--- src/rtl/wb_arb2_wdog.sv ---
// Two-master / one-slave Wishbone arbiter: registered round-robin grant held for CYC and LOCK,
// combinational slave mux, and a watchdog that ends stalled strobes with ERR after TIMEOUT cycles.
module wb_arb2_wdog #(
  parameter int AW      = 32,
  parameter int DW      = 32,
  parameter int TIMEOUT = 255,
  parameter int CW      = 8
) (
  input  logic            clk_i,
  input  logic            rst_n_i,
  input  logic [AW-1:0]   m0_adr_i,
  input  logic [DW-1:0]   m0_dat_i,
  output logic [DW-1:0]   m0_dat_o,
  input  logic [DW/8-1:0] m0_sel_i,
  input  logic            m0_we_i,
  input  logic            m0_cyc_i,
  input  logic            m0_stb_i,
  input  logic [2:0]      m0_cti_i,
  input  logic [1:0]      m0_bte_i,
  input  logic            m0_lock_i,
  output logic            m0_ack_o,
  output logic            m0_err_o,
  output logic            m0_rty_o,
  input  logic [AW-1:0]   m1_adr_i,
  input  logic [DW-1:0]   m1_dat_i,
  output logic [DW-1:0]   m1_dat_o,
  input  logic [DW/8-1:0] m1_sel_i,
  input  logic            m1_we_i,
  input  logic            m1_cyc_i,
  input  logic            m1_stb_i,
  input  logic [2:0]      m1_cti_i,
  input  logic [1:0]      m1_bte_i,
  input  logic            m1_lock_i,
  output logic            m1_ack_o,
  output logic            m1_err_o,
  output logic            m1_rty_o,
  output logic [AW-1:0]   s_adr_o,
  output logic [DW-1:0]   s_dat_o,
  output logic [DW/8-1:0] s_sel_o,
  output logic            s_we_o,
  output logic            s_cyc_o,
  output logic            s_stb_o,
  output logic [2:0]      s_cti_o,
  output logic [1:0]      s_bte_o,
  output logic            s_lock_o,
  input  logic [DW-1:0]   s_dat_i,
  input  logic            s_ack_i,
  input  logic            s_err_i,
  input  logic            s_rty_i,
  output logic [1:0]      gnt_o,
  output logic            timeout_o
);

  localparam bit            WD_EN = (TIMEOUT != 0);
  localparam logic [CW-1:0] LP_TO = CW'(TIMEOUT);

  typedef enum logic [1:0] {
    IDLE = 2'd0,
    G0   = 2'd1,
    G1   = 2'd2
  } state_t;

  state_t        r_state;
  logic          r_last;
  logic [1:0]    r_gnt;
  logic [CW-1:0] r_cnt;

  logic w_g0;
  logic w_g1;
  logic w_stb_raw;
  logic w_term;
  logic w_fire;

  // r_last remembers the most recent owner so a tie goes to the other master.
  always_ff @(posedge clk_i or negedge rst_n_i) begin
    if (!rst_n_i) begin
      r_state <= IDLE;
      r_gnt   <= 2'b00;
      r_last  <= 1'b1;
    end else begin
      case (r_state)
        IDLE: begin
          if (m0_cyc_i && (!m1_cyc_i || r_last)) begin
            r_state <= G0;
            r_gnt   <= 2'b01;
            r_last  <= 1'b0;
          end else if (m1_cyc_i) begin
            r_state <= G1;
            r_gnt   <= 2'b10;
            r_last  <= 1'b1;
          end
        end
        G0: begin
          if (!m0_cyc_i && !m0_lock_i) begin
            if (m1_cyc_i) begin
              r_state <= G1;
              r_gnt   <= 2'b10;
              r_last  <= 1'b1;
            end else begin
              r_state <= IDLE;
              r_gnt   <= 2'b00;
            end
          end
        end
        G1: begin
          if (!m1_cyc_i && !m1_lock_i) begin
            if (m0_cyc_i) begin
              r_state <= G0;
              r_gnt   <= 2'b01;
              r_last  <= 1'b0;
            end else begin
              r_state <= IDLE;
              r_gnt   <= 2'b00;
            end
          end
        end
        default: begin
          r_state <= IDLE;
          r_gnt   <= 2'b00;
        end
      endcase
    end
  end

  assign w_g0 = (r_state == G0);
  assign w_g1 = (r_state == G1);

  always_comb begin
    s_adr_o   = '0;
    s_dat_o   = '0;
    s_sel_o   = '0;
    s_we_o    = 1'b0;
    s_cyc_o   = 1'b0;
    s_cti_o   = 3'b000;
    s_bte_o   = 2'b00;
    s_lock_o  = 1'b0;
    w_stb_raw = 1'b0;
    if (w_g0) begin
      s_adr_o   = m0_adr_i;
      s_dat_o   = m0_dat_i;
      s_sel_o   = m0_sel_i;
      s_we_o    = m0_we_i;
      s_cyc_o   = m0_cyc_i;
      s_cti_o   = m0_cti_i;
      s_bte_o   = m0_bte_i;
      s_lock_o  = m0_lock_i;
      w_stb_raw = m0_stb_i;
    end else if (w_g1) begin
      s_adr_o   = m1_adr_i;
      s_dat_o   = m1_dat_i;
      s_sel_o   = m1_sel_i;
      s_we_o    = m1_we_i;
      s_cyc_o   = m1_cyc_i;
      s_cti_o   = m1_cti_i;
      s_bte_o   = m1_bte_i;
      s_lock_o  = m1_lock_i;
      w_stb_raw = m1_stb_i;
    end
  end

  // A slave response in the expiry cycle beats the watchdog.
  assign w_term    = s_ack_i | s_err_i | s_rty_i;
  assign w_fire    = WD_EN && s_cyc_o && w_stb_raw && (r_cnt == LP_TO) && !w_term;
  assign s_stb_o   = w_stb_raw & ~w_fire;
  assign timeout_o = w_fire;

  // Grant changes always pass through a cycle with s_cyc_o low, which clears the count.
  always_ff @(posedge clk_i or negedge rst_n_i) begin
    if (!rst_n_i) begin
      r_cnt <= '0;
    end else if (WD_EN && s_cyc_o && w_stb_raw && !w_term && !w_fire) begin
      r_cnt <= r_cnt + CW'(1);
    end else begin
      r_cnt <= '0;
    end
  end

  assign m0_dat_o = s_dat_i;
  assign m1_dat_o = s_dat_i;
  assign m0_ack_o = w_g0 & s_ack_i;
  assign m0_err_o = w_g0 & (s_err_i | w_fire);
  assign m0_rty_o = w_g0 & s_rty_i;
  assign m1_ack_o = w_g1 & s_ack_i;
  assign m1_err_o = w_g1 & (s_err_i | w_fire);
  assign m1_rty_o = w_g1 & s_rty_i;
  assign gnt_o    = r_gnt;

endmodule

--- config.mk ---
export PLATFORM = sky130hd
export DESIGN_NAME = wb_arb2_wdog
export DESIGN_NICKNAME = d
export VERILOG_FILES = /design/src/rtl/wb_arb2_wdog.sv
export SDC_FILE = /design/constraint.sdc
export NUM_CORES = 1
export LEC_CHECK = 0
export ABC_AREA = 1
export ABC_CLOCK_PERIOD_IN_PS = 1580
export BUFFER_PORTS_ARGS = -buffer_cell sky130_fd_sc_hd__buf_2
export CAP_MARGIN = 40
export CELL_PAD_IN_SITES_DETAIL_PLACEMENT = 1
export CELL_PAD_IN_SITES_GLOBAL_PLACEMENT = 1
export CORE_AREA = 2 2 132 134
export DETAILED_ROUTE_END_ITERATION = 12
export DIE_AREA = 0 0 134 136
export GPL_ROUTABILITY_DRIVEN = 0
export PLACE_DENSITY_LB_ADDON = 0.1
export SLEW_MARGIN = 5
export SYNTH_ARGS = -nofsm -noshare
export SYNTH_HDL_FRONTEND = slang
export SYNTH_SLANG_ARGS = --single-unit
--- constraint.sdc ---
create_clock -name clk_i -period 1.58 [get_ports clk_i]
set_clock_uncertainty 0.05 [all_clocks]
set_input_delay 0.395 -clock clk_i [delete_from_list [all_inputs] [get_ports clk_i]]
set_output_delay 0.395 -clock clk_i [all_outputs]
set_load 0.02 [all_outputs]
==> summary.txt <==
Clock network
  • Sink count of the clock tree: 11
  • Deepest clock path buffer count: 2
  • H-tree depth: 1
  • Clock edge transition at the registers on the reported setup and hold paths: about 40 ps
  • TritonCTS clock tree: built
  • Clock latency at the later pin of the worst-skew pair: ~230 ps
  • Buffer cell driving the clock tree root: sky130_fd_sc_hd__clkbuf_16
  • Number of CTS-inserted buffers: 3

Power and ir drop
  • Peak supply drop: between 0.6 and 0.7 mV
  • Power density of the placed cells: between 1500 and 2000 nW/um2
  • Total leakage power: between 2 and 2.5 nW

GRT
  • Maximum number of pins on one net before global-route repair: 38
  • Overall track demand over capacity in global routing: between 10% and 20%
  • Met1 Resource Use GR: ~14%
  • Sum of overflow across all layers after global routing: 0
  • Number of global-route vias before repair: 3541
  • Wire length of the first global-routing pass: about 18000 um
  • Busiest metal layer after global routing: met2
  • Met2 demand-to-capacity share in global routing: a little under a quarter
  • Met3 track utilization from global routing: 2.80%
  • Number of antenna violations at the first check in global routing: 1

Logic synthesis
  • Synth Register Bits: 11
  • Cells taking the most area after synthesis: sky130_fd_sc_hd__nand2_1 29%, sky130_fd_sc_hd__buf_4 22%, sky130_fd_sc_hd__nand3_1 18%
  • Area share of the largest cell type after synthesis: 28.9%
  • Proportion of synthesized chip area in sequential cells: a little under an eighth
  • Avg Inst Size Synth: roughly 5.5 um2
  • Number of library cell types mapped by synthesis: 25
  • Syn Std Cell Area: around 2300 um2
  • Top cell type by total area after synthesis: sky130_fd_sc_hd__nand2_1
  • Synthesized net count: 620
  • Cell count after synthesis: between 400 and 500
  • Yosys warning count: 0

Placement
  • Final HPWL from detailed placement: between 10000 and 15000 um
  • Number of buffers added on ports: between 200 and 250
  • Worst-case setup slack after placement: -326 ps

Timing
  • Max-slew headroom at the worst pin: 81.5%
  • Count of pins over their slew limit: 0
  • Total negative setup slack: -34000 ps
  • Hold violation total from the final report: 0
  • Fmax: just under 500 MHz
  • Final worst path period need: 2040 ps
  • RSZ-0062 raised after global routing: yes
  • Fin worst setup slack: -456 ps
  • Part of the cycle the worst path needs: 129%
  • Smallest hold slack: 443 ps
  • Final setup fails: 95
  • Measured slew at the worst slew-check pin: roughly 280 ps

Run status
  • Failing checks: negative setup slack
  • Status: finished, violations left

Final layout
  • Core utilization of the finished layout: around a quarter
  • Share of layout cells above drive strength 1: around three fifths
  • Number of filler instances in the final layout: around 2100
  • Area grow syn2layout: 84.0%
  • Final nets: approximately 830

Detailed routing
  • Routed len/inst: between 10 and 15 um
  • Routed wire length: ~13000 um
  • Post-route ant nets: 0
  • DRC Markers: 0
  • Routed vias: 3433
  • Pre-antenna DRT Iters: 4
  • Vias per inst: roughly 4
  • First-iteration detailed-routing DRC count: 64

Worst setup path
  • Maximum fanout along the worst path: 5
  • Arrival time of data at the critical path endpoint: around 1600 ps
  • Critical path startpoint category: flop
  • Worst setup path class: reg -> out
  • Req. time, crit path: 1130 ps
  • Setup crit end kind: primary output

Floorplanning
  • Initial Util: between 10% and 20%
  • Top-level I/O count: 341
  • Number of rows created at floorplan: 48
  • Vertical extent of the die: around 140 um
  • Die Wd: between 100 and 150 um
  • Core outline area: roughly 17000 um2
  • Die area: ~18000 um2

Job
  • MaxCap Viol Count: 0

Hold path
  • Classification of the worst-slack hold path: reg -> reg
-- layout make-up --
class / count / area [um2] / area share, %
repair buffers: 298 / 1970 / 45.6
multi-input cells: 304 / 1620 / 37.6
well taps: 225 / 282 / 6.54
flip-flops and latches: 11 / 279 / 6.48
clock buffers: 4 / 78.8 / 1.83
inverters: 19 / 78.8 / 1.83
diodes: 1 / 2.50 / 0.0581
-- through the flow --
step	cell area [um2]	cells	total power [mW]
2_1_floorplan	2590	424	3.74
3_3_place_gp	3790	841	5.29
3_5_place_dp	3790	841	5.32
4_1_cts	4140	852	6.35
5_1_grt	4310	861	7.12
6_report	4310	862	6.59
-- timing repair --
item                                    4_1_cts  5_1_grt
gates cloned                                  1        4
hold buffers                                  1        0
setup buffers                                 5        5
hold endpoints to repair                     10        0
pin swaps                                     8        1
endpoints found under the setup margin       87       96
gates resized for setup                      72       13
-- power breakdown --
part           switching (mW)  leakage (nW)  internal, mW
registers              0.0349         0.145         0.333
clock network           0.112        0.0382         0.338
logic                    3.35          2.27          2.43
total                    3.49          2.45          3.10
-- registers in the layout (all words and copies together) (netlist names) --
name and flops:
gnt_o 2, r_cnt 8, r_last 1
-- path summary, 6_finish.rpt --
check                              start  endpoint  slack (ps)  depth (start not counted)
worst max-delay path            gnt_o[1]  m0_err_o        -460                          9
worst min-delay path              r_last    r_last         440                          2
worst max register to register  gnt_o[1]  r_cnt[6]         -70                         11
worst min register to register    r_last    r_last         440                          2
max in group asynchronous        rst_n_i    r_last         690                          2
min in group asynchronous        rst_n_i  r_cnt[1]         520                          2
-- cells in the final DEF, fill, tap and decap left out, drive strengths merged --
cell         count
dlygate4sd3      1
xor2             2
ha               5
nor2            15
a21oi            5
dfstp            1
nand2          182
xnor2            2
and2             1
diode            1
buf            294
nand4            2
o21ai            6
dfrtp           10
clkbuf           7
nand3           84
inv             19
-- cells in the mapped netlist (all sizes together) --
cell / count
nand2: 182
nand3: 84
buf: 83
inv: 19
nor2: 15
dfrtp: 10
clkbuf: 7
o21ai: 6
a21oi: 5
ha: 5
nand4: 2
xnor2: 2
xor2: 2
and2: 1
dfstp: 1
-- critical path, stage by stage, from the launching register on --
cell and delay [ps]:
sky130_fd_sc_hd__dfrtp_2 410, sky130_fd_sc_hd__inv_2 90, sky130_fd_sc_hd__ha_4 170, sky130_fd_sc_hd__inv_4 60, sky130_fd_sc_hd__nand2_2 70, sky130_fd_sc_hd__nand2_2 60
sky130_fd_sc_hd__nor2_4 110, sky130_fd_sc_hd__nand3_4 120, sky130_fd_sc_hd__a21oi_4 150, sky130_fd_sc_hd__buf_6 130
-- logic make-up after synthesis --
group	after synthesis	share of synthesized area, %
DFF	11	11.8
and+or+nand+nor	284	51.7
buffers and inverters	109	29.6
adders and majority gates	5	2.67
AOI/OAI and AO/OA	11	2.67
xor gates and xnor gates	4	1.50
-- metal layers --
layer	share of wire (%)	vias up
met5	0	-
met4	1.0	0
met3	7.3	11
met2	53	160
met1	38	1561
li1	-	1701
Power figures use the tool's default switching activity.
